==> config.mk <==
export PLATFORM = sky130hd
export DESIGN_NAME = vga_scan_gen
export DESIGN_NICKNAME = d
export VERILOG_FILES = /design/src/rtl/vga_scan_gen.sv
export SDC_FILE = /design/constraint.sdc
export NUM_CORES = 1
export LEC_CHECK = 0
export ABC_AREA = 1
export CAP_MARGIN = 25
export CORE_ASPECT_RATIO = 0.9
export CORE_MARGIN = 2
export CORE_UTILIZATION = 25
export DETAILED_ROUTE_END_ITERATION = 8
export DONT_BUFFER_PORTS = 1
export SLEW_MARGIN = 20
export SYNTH_ARGS = -nofsm -noshare
export SYNTH_HDL_FRONTEND = slang
export SYNTH_SLANG_ARGS = --single-unit
==> constraint.sdc <==
create_clock -name Clk -period 1.95 [get_ports Clk]
set_clock_uncertainty 0.15 [all_clocks]
set_input_delay 0.585 -clock Clk [delete_from_list [all_inputs] [get_ports Clk]]
set_output_delay 0.585 -clock Clk [all_outputs]
set_load 0.02 [all_outputs]
==> src/rtl/vga_scan_gen.sv <==
// 640x480@60 VGA raster generator: pixel counters, syncs, blank, and per-frame strobes.
// Optional VGA_FRAME_CNT_EN adds a 16-bit completed-frame counter output.
module vga_scan_gen #(
  parameter int H_VISIBLE = 640,
  parameter int H_FP      = 16,
  parameter int H_SYNC    = 96,
  parameter int H_BP      = 48,
  parameter int V_VISIBLE = 480,
  parameter int V_FP      = 10,
  parameter int V_SYNC    = 2,
  parameter int V_BP      = 33
) (
  input  logic       Clk,
  input  logic       Reset,
  output logic [9:0] DrawX,
  output logic [9:0] DrawY,
  output logic       VGA_CLK,
  output logic       VGA_HS,
  output logic       VGA_VS,
  output logic       VGA_BLANK_N,
  output logic       VGA_SYNC_N,
  output logic       frame_start,
  output logic       vblank_start
`ifdef VGA_FRAME_CNT_EN
  ,
  output logic [15:0] frame_cnt
`endif
);

  localparam int H_TOTAL = H_VISIBLE + H_FP + H_SYNC + H_BP;
  localparam int V_TOTAL = V_VISIBLE + V_FP + V_SYNC + V_BP;
  localparam logic [9:0] H_LAST       = 10'(H_TOTAL - 1);
  localparam logic [9:0] V_LAST       = 10'(V_TOTAL - 1);
  localparam logic [9:0] H_VIS        = 10'(H_VISIBLE);
  localparam logic [9:0] V_VIS        = 10'(V_VISIBLE);
  localparam logic [9:0] H_SYNC_START = 10'(H_VISIBLE + H_FP);
  localparam logic [9:0] H_SYNC_END   = 10'(H_VISIBLE + H_FP + H_SYNC);
  localparam logic [9:0] V_SYNC_START = 10'(V_VISIBLE + V_FP);
  localparam logic [9:0] V_SYNC_END   = 10'(V_VISIBLE + V_FP + V_SYNC);

  logic       pix_phase;
  logic       advance;
  logic [9:0] x_next;
  logic [9:0] y_next;
  logic       hs_next;
  logic       vs_next;
  logic       blank_n_next;
  logic       frame_start_next;
  logic       vblank_start_next;

  // Next-count computation; all sync/blank/strobe outputs derive from these values
  always_comb begin
    advance = pix_phase;
    x_next  = DrawX;
    y_next  = DrawY;
    if (advance) begin
      if (DrawX == H_LAST) begin
        x_next = 10'd0;
        if (DrawY == V_LAST) begin
          y_next = 10'd0;
        end else begin
          y_next = DrawY + 10'd1;
        end
      end else begin
        x_next = DrawX + 10'd1;
      end
    end else begin
      x_next = DrawX;
    end
    hs_next           = !((x_next >= H_SYNC_START) && (x_next < H_SYNC_END));
    vs_next           = !((y_next >= V_SYNC_START) && (y_next < V_SYNC_END));
    blank_n_next      = (x_next < H_VIS) && (y_next < V_VIS);
    frame_start_next  = advance && (x_next == 10'd0) && (y_next == 10'd0);
    vblank_start_next = advance && (x_next == 10'd0) && (y_next == V_VIS);
  end

  // Counters and timing outputs registered together so they stay aligned
  always_ff @(posedge Clk or posedge Reset) begin
    if (Reset) begin
      pix_phase    <= 1'b0;
      VGA_CLK      <= 1'b1;
      DrawX        <= 10'd0;
      DrawY        <= 10'd0;
      VGA_HS       <= 1'b1;
      VGA_VS       <= 1'b1;
      VGA_BLANK_N  <= 1'b1;
      frame_start  <= 1'b0;
      vblank_start <= 1'b0;
    end else begin
      pix_phase    <= ~pix_phase;
      // VGA_CLK tracks the complement of the next pix_phase value
      VGA_CLK      <= pix_phase;
      DrawX        <= x_next;
      DrawY        <= y_next;
      VGA_HS       <= hs_next;
      VGA_VS       <= vs_next;
      VGA_BLANK_N  <= blank_n_next;
      frame_start  <= frame_start_next;
      vblank_start <= vblank_start_next;
    end
  end

  assign VGA_SYNC_N = 1'b0;

`ifdef VGA_FRAME_CNT_EN
  logic [15:0] frame_cnt_r;

  // Completed-frame counter, steps in the same cycle frame_start rises
  always_ff @(posedge Clk or posedge Reset) begin
    if (Reset) begin
      frame_cnt_r <= 16'd0;
    end else if (frame_start_next) begin
      frame_cnt_r <= frame_cnt_r + 16'd1;
    end else begin
      frame_cnt_r <= frame_cnt_r;
    end
  end

  assign frame_cnt = frame_cnt_r;
`endif

endmodule

==> results of run 1 <==
cells in the final DEF (no fill, tap or decap), drive strengths merged:
cell	n
a21o	1
a21oi	2
buf	43
clkbuf	3
clkinv	2
conb	1
dfrtp	23
dfstp	4
ha	3
inv	41
nand2	74
nand3	29
nand3b	2
nand4	1
nor2	37
nor3	3
o2111ai	1
o21ai	3
o21bai	2
or2	1
xor2	1
stage by stage:
stage	worst slack (ns)	cells	utilization (%)	cell area (sq um)
2_1_floorplan	0.0500	233	-	1650
3_3_place_gp	-0.0594	358	31.3	2030
3_5_place_dp	-0.0807	358	31.3	2030
4_1_cts	0.00652	363	32.4	2100
5_1_grt	-0.132	367	35.5	2300
6_report	0.00789	367	35.5	2300
worst max-delay path, cell delays in order (launching register included):
cell	delay [ns]
sky130_fd_sc_hd__dfrtp_1	0.43
sky130_fd_sc_hd__inv_2	0.10
sky130_fd_sc_hd__ha_4	0.14
sky130_fd_sc_hd__nand2_1	0.06
sky130_fd_sc_hd__nor2_1	0.16
sky130_fd_sc_hd__nand3_2	0.17
sky130_fd_sc_hd__nand3_2	0.12
sky130_fd_sc_hd__nand2_2	0.06
sky130_fd_sc_hd__nor2_2	0.10
sky130_fd_sc_hd__nand3_1	0.09
sky130_fd_sc_hd__nor2_1	0.12
sky130_fd_sc_hd__nand2_1	0.08
sky130_fd_sc_hd__nor2_2	0.10
metal layers:
metal	wire length [microns]	part of all wire (%)	track usage (%)	up-vias
li1	-	-	-	796
met1	1870	42	16.3	748
met2	2250	50	20.4	41
met3	272	6.1	3.15	6
met4	70	1.6	4.48	0
met5	0	0	0	-
layout make-up:
cell class	count	area [sq um]
fill	681	4180
multi-input combinational	161	966
sequential	27	683
timing repair buffer	43	335
inverter	42	159
tap	90	113
clock buffer	3	41.3
clock inverter	1	5.00
logic make-up after synthesis:
| logic type | after synthesis |
|---|---|
| simple gates | 147 |
| buf+inv | 45 |
| flops | 27 |
| compound gates | 9 |
| fa+ha+maj | 3 |
| xor+xnor | 1 |
| other cells | 1 |
cell usage after synthesis (3+ instances only):
| library cell | instances |
|---|---|
| sky130_fd_sc_hd__dfrtp_1 | 23 |
| sky130_fd_sc_hd__dfstp_2 | 4 |
| sky130_fd_sc_hd__nand2_1 | 68 |
| sky130_fd_sc_hd__inv_2 | 3 |
| sky130_fd_sc_hd__o21ai_0 | 3 |
| sky130_fd_sc_hd__nor2_1 | 30 |
| sky130_fd_sc_hd__nor2_2 | 3 |
| sky130_fd_sc_hd__nand3_1 | 26 |
| sky130_fd_sc_hd__inv_1 | 38 |
| sky130_fd_sc_hd__ha_1 | 3 |
| sky130_fd_sc_hd__nor2_4 | 4 |
| sky130_fd_sc_hd__nand2_2 | 6 |
how the worst max path moves through the flow:
stage | to | slack [ns] | cells past startpoint
floorplan | vblank_start | 0.05 | 12
global placement | vblank_start | -0.06 | 12
detailed placement | vblank_start | -0.08 | 12
CTS | vblank_start | 0.007 | 11
global route | vblank_start | -0.13 | 12
finish | vblank_start | 0.008 | 12
what timing repair did:
item | 4_1_cts | 5_1_grt
endpoints found under the setup margin | 3 | 4
pin swaps | 4 | 29
resized for setup | 3 | 47
hold buffers | 0 | 0
buffers inserted | 1 | 4
hold endpoints to repair | 0 | 0
registers in the layout, summed over array words and instances, names as in the netlist:
| signal | cells |
|---|---|
| DrawX | 10 |
| DrawY | 10 |
| VGA_BLANK_N | 1 |
| VGA_CLK | 1 |
| VGA_HS | 1 |
| VGA_VS | 1 |
| advance | 1 |
| frame_start | 1 |
| vblank_start | 1 |
power groups by stage:
stage	registers (mW)	logic, mW	clock network, mW
floorplan	0.571	0.0114	0
global placement	0.571	0.0157	0
detailed placement	0.571	0.0161	0
CTS	0.560	0.0163	0.353
global route	0.560	0.0177	0.366
finish	0.560	0.0146	0.336
==> summary.md, run 1 <==
| Metric | Value |
|---|---|
| Status | completed |
| Highest Clock Rate | 515 MHz |
| Number of antenna violations at the first check in global routing | 0 |
| Post-synthesis adder-cell area fraction | 2.28% |
| First-pass DRT Iterations | 4 |
| Switching share of total power | 22.6% |
| Ports placed on the boundary | 29 |
| Dominant register cell in the synthesized netlist | sky130_fd_sc_hd__dfrtp_1 |
| Number of warnings issued by yosys | 0 |
| Synthesized-area fraction occupied by ao, oa, aoi and oai cells | 3.42% |
| Lkg Pwr | 1.16 nW |
| Count of buffers from port buffering | 0 |
| Cell area after technology mapping | 1650 sq um |
| Worst Hold Margin | 0.102 ns |
| Number of nets with antenna violations after detailed routing | 0 |
| Syn_nets | 238 |
| Proportion of layout cells with a drive suffix above 1 | 40.8% |
| DRC violations left | 0 |
| Die height | 81.0 microns |
| Dominant combinational cell family by area after synthesis | simple AND/OR/NAND/NOR gates |
| Portion of total power attributed to the clock network | 36.9% |
| Main area contributors after synthesis | sky130_fd_sc_hd__dfrtp_1 (35%), sky130_fd_sc_hd__nand2_1 (15%), sky130_fd_sc_hd__inv_1 (8.7%) |
| Clock tree sinks | 27 |
| Startpoint of the lowest-slack register-to-register path | DrawY[0] |
| Count of cell types in the netlist | 28 |
| Setup-failing EPs final | 0 |
| Max clock buf depth | 2 |
| Fraction of synthesized area in multiplexers | 0% |
| Unrepaired setup endpoints after global routing | true |
| Aggregate routed wire length | 4470 microns |
| Clock Latency Late Sink | 0.28 ns |
| Area Overhead vs Synth | 39.7% |
| Starting density of the core | 25.4% |
| Pin count of the biggest net entering global routing | 28 |
| Setup_tns | 0 ns |
| Ys async rst share | 100% |
| Largest vdd supply drop | 0.235 mV |
| Fraction of post-synthesis cell area in the top cell type by area | 34.9% |
| Maximum fanout encountered on the critical timing path | 5 |
| Power density cells | 396 nW/um^2 |
| Classification of the worst-slack hold path | primary input to async pin |
| Post-synthesis share of cell area spent on xor and xnor gates | 0.532% |
| Flop pwr share | 61.5% |
| Average cell area after synthesis | 7.07 sq um |
| Internal power of the cells | 0.705 mW |
| TritonCTS clock tree | yes |
| Clock buffer count from CTS | 3 |
| CTS Root Cell | sky130_fd_sc_hd__clkbuf_8 |
| Number of global-route vias before repair | 1,513 |
| Number of instances in the synthesized netlist | 233 |
| Number of hold violations in the final report | 0 |
| Vias per cell | 4.34 |
| Count of standard-cell rows | 28 |
| Final Slew Violations | 0 |
| Number of synthesized flops with an enable pin | 0 |
| Global placer's final weighted congestion | 0.854 |
| Number of synthesized register bits | 27 |
| Remaining global-route overflow | 0 |
| First-iteration detailed-routing DRC count | 121 |
| Launch point of the worst path | DrawY[0] |
| Width of the die | 89.6 microns |
| Area fraction in and, or, nand and nor cells after synthesis | 41.5% |
| Arrival time of the worst setup path | 2.02 ns |
| Minimum clock period after layout | 1.94 ns |
| Wire length per cell after detailed routing | 12.2 microns |
| Core ar. | 6480 sq um |
| Combinational share of power | 1.6% |
| DPL Wire Length | 3190 microns |
| Critical path start-end classification | register to register |
| Register area share after synthesis | 41.3% |
| Global router's overall resource usage | 12.6% |
| Startpoint type of the worst setup path | register |
| Type of element capturing the critical path | register |
| Total power after layout | 0.911 mW |
| Reg2Reg Capture Point | vblank_start |
| Number of nets in the final layout | 283 |
| R2R cell count | 12 |
| Required time at the endpoint of the critical path | 2.02 ns |
| Deepest level of the CTS H-tree | 1 |
| Switch Pwr | 0.205 mW |
| Max-cap violation count | 0 |
| Via count | 1,591 |
| Period utilization | 99.6% |
| DIE AREA | 7260 sq um |
| Number of inserted diodes | 0 |
| Register-to-register setup slack | 0.008 ns |
| Clock transition at the register clock pins on the worst setup and hold paths after CTS | 0.10 ns |
| Cell accounting for the most synthesized area | sky130_fd_sc_hd__dfrtp_1 |
| First-pass GRT wire length | 7040 microns |
Note: power is estimated with default switching activity, not from simulation.
==> run 2: changes to the inputs <==
- CTS_CLUSTER_DIAMETER: unset -> 60
==> results of run 2 <==
The final DEF is identical to that of run 1; final timing and power are the same.
==> run 3: changes to the inputs <==
- PLACE_DENSITY: unset -> 0.36
==> summary.md, run 3 (synthesis results as in run 1) <==
| Metric | Value |
|---|---|
| Width of the die | 89.6 microns |
| Startpoint type of the worst setup path | register |
| Clock Latency Late Sink | 0.27 ns |
| Commonest cells after routing, fill and taps aside | sky130_fd_sc_hd__nand2_1 (63), sky130_fd_sc_hd__buf_4 (48), sky130_fd_sc_hd__inv_1 (34) |
| Status | completed |
| Die height | 81.0 microns |
| Filler cell count in the final layout | 704 |
| Cells traversed along the worst timing path | ha_4, nand2_4, nor2_4, nand3_4, nor2_4, nand2_1, nand2_1, nand2_2, inv_2, nand2_2, nor2_4, inv_2, nor2_1 |
| Switch Pwr | 0.201 mW |
| Unrepaired setup endpoints after global routing | true |
| First-pass DRT Iterations | 4 |
| Remaining global-route overflow | 0 |
| Pin count of the biggest net entering global routing | 28 |
| Internal power of the cells | 0.707 mW |
| Cell mode on critical path | sky130_fd_sc_hd__nor2_4 |
| # hold bufs at CTS | 0 |
| Sum of buffers and inverters on the critical path | 2 |
| Global placer's final weighted congestion | 0.763 |
| Maximum fanout encountered on the critical timing path | 7 |
| Pre-CTS setup slack | -0.0532 ns |
| Via count | 1,541 |
| Cell depth of the worst setup path | 13 |
| Wire length per cell after detailed routing | 12.3 microns |
| DRC violations left | 0 |
| Proportion of layout cells with a drive suffix above 1 | 37.9% |
| Clock transition at the register clock pins on the worst setup and hold paths after CTS | 0.10 ns |
| R2R cell count | 13 |
| Post-route insts no fill | 375 |
| Power density cells | 390 nW/um^2 |
| Minimum clock period after layout | 1.93 ns |
| First-pass GRT wire length | 7530 microns |
| Max clock buf depth | 2 |
| CP top delay family | simple AND/OR/NAND/NOR gates |
| Number of inserted diodes | 0 |
| Number of nets with antenna violations after detailed routing | 0 |
| Final Slew Violations | 0 |
| Total power after layout | 0.908 mW |
| Slack of the critical path | 0.0162 ns |
| Total non-filler cell area in the finished layout | 2330 sq um |
| Global router's overall resource usage | 13.8% |
| Arrival time of the worst setup path | 2.00 ns |
| Post-placement cell count | 365 |
| Core ar. | 6480 sq um |
| Lkg Pwr | 1.21 nW |
| Count of buffers from port buffering | 0 |
| Cell area after placement | 2100 sq um |
| Setup_tns | 0 ns |
| Largest vdd supply drop | 0.273 mV |
| Number of global-route vias before repair | 1,475 |
| Aggregate routed wire length | 4620 microns |
| Highest-delay cell along the critical path | sky130_fd_sc_hd__dfrtp_2 |
| Setup-failing EPs final | 0 |
| First-iteration detailed-routing DRC count | 58 |
| Final Core Density | 35.9% |
| Required time at the endpoint of the critical path | 2.01 ns |
| Area Overhead vs Synth | 41.2% |
| Switching share of total power | 22.2% |
| Period utilization | 99.2% |
| Combinational share of power | 1.6% |
| Flop pwr share | 61.7% |
| CTS Root Cell | sky130_fd_sc_hd__clkbuf_8 |
| Vias per cell | 4.11 |
| Number of antenna violations at the first check in global routing | 0 |
| Clock buffer count from CTS | 3 |
| Portion of total power attributed to the clock network | 36.7% |
| Highest Clock Rate | 517 MHz |
| Clock tree sinks | 27 |
| TritonCTS clock tree | yes |
| DPL Wire Length | 3590 microns |
| DIE AREA | 7260 sq um |
| Worst Hold Margin | 0.100 ns |
| Critical path start-end classification | register to register |
| Classification of the worst-slack hold path | primary input to async pin |
| Ports placed on the boundary | 29 |
| Count of standard-cell rows | 28 |
| Worst path max stage delay | 0.40 ns |
| Largest registers in the final layout | DrawX: 10 flops, DrawY: 10 flops |
| Number of nets in the final layout | 291 |
| Max-cap violation count | 0 |
| Number of hold violations in the final report | 0 |
| Type of element capturing the critical path | register |
| Starting density of the core | 25.4% |
| Deepest level of the CTS H-tree | 1 |
| Most frequent standard cell in the layout excluding fill and tap cells | sky130_fd_sc_hd__nand2_1 |
-- run 3: cell types whose count changed in the layout (fill, tap and decap cells not counted), moves of 2 or more --
cell / delta
sky130_fd_sc_hd__nand2_1: +7
sky130_fd_sc_hd__nand2_2: -7
sky130_fd_sc_hd__buf_4: +6
sky130_fd_sc_hd__nor2_1: +5
sky130_fd_sc_hd__nor2_4: -5
sky130_fd_sc_hd__dfrtp_1: -2
sky130_fd_sc_hd__dfrtp_2: +2
sky130_fd_sc_hd__nand3_1: +2
sky130_fd_sc_hd__nand3_2: -2
-- run 3: final cells by class --
class / instances / area [sq um] / area share, %
multi-input cells: 161 / 910 / 39.1
flip-flops and latches: 27 / 686 / 29.5
repair buffers: 51 / 412 / 17.7
inverters: 42 / 159 / 6.83
well taps: 90 / 113 / 4.84
clock buffers: 3 / 41.3 / 1.77
clock inverters: 1 / 7.51 / 0.323
-- run 3: path summary, 6_finish.rpt --
check / startpoint / to / slack [ns]
max: DrawX[0] / vblank_start / 0.02
min: Reset / vblank_start / 0.10
max reg2reg: DrawX[0] / vblank_start / 0.02
min reg2reg: DrawY[1] / DrawY[1] / 0.43
max in group asynchronous: Reset / VGA_CLK / 1.24
min in group Clk: DrawY[1] / DrawY[1] / 0.43
-- run 3: worst register-to-register path: cells and delay by family, from the launching register on --
| kind | cells | cell delay (ns) |
|---|---|---|
| and+or+nand+nor | 10 | 1.06 |
| DFF | 1 | 0.40 |
| adders and majority gates | 1 | 0.16 |
| buffers and inverters | 2 | 0.11 |
-- run 3: routing by layer --
metal	vias up	global-route usage, %	wire (microns)
met5	-	0	0
met2	28	19.9	1960
met4	0	2.69	44
li1	812	-	-
met3	4	4.17	272
met1	697	20.2	2340
-- run 3: timing repair --
item	4_1_cts	5_1_grt
gates resized for setup	7	29
buffers inserted	2	4
pin swaps	8	15
setup endpoints to repair	4	4
-- run 3: power by group through the flow --
| stage | combinational, mW | sequential, mW | clock [mW] |
|---|---|---|---|
| 2_1_floorplan | 0.0114 | 0.571 | 0 |
| 3_3_place_gp | 0.0164 | 0.571 | 0 |
| 3_5_place_dp | 0.0161 | 0.571 | 0 |
| 4_1_cts | 0.0162 | 0.560 | 0.359 |
| 5_1_grt | 0.0179 | 0.560 | 0.381 |
| 6_report | 0.0145 | 0.560 | 0.333 |
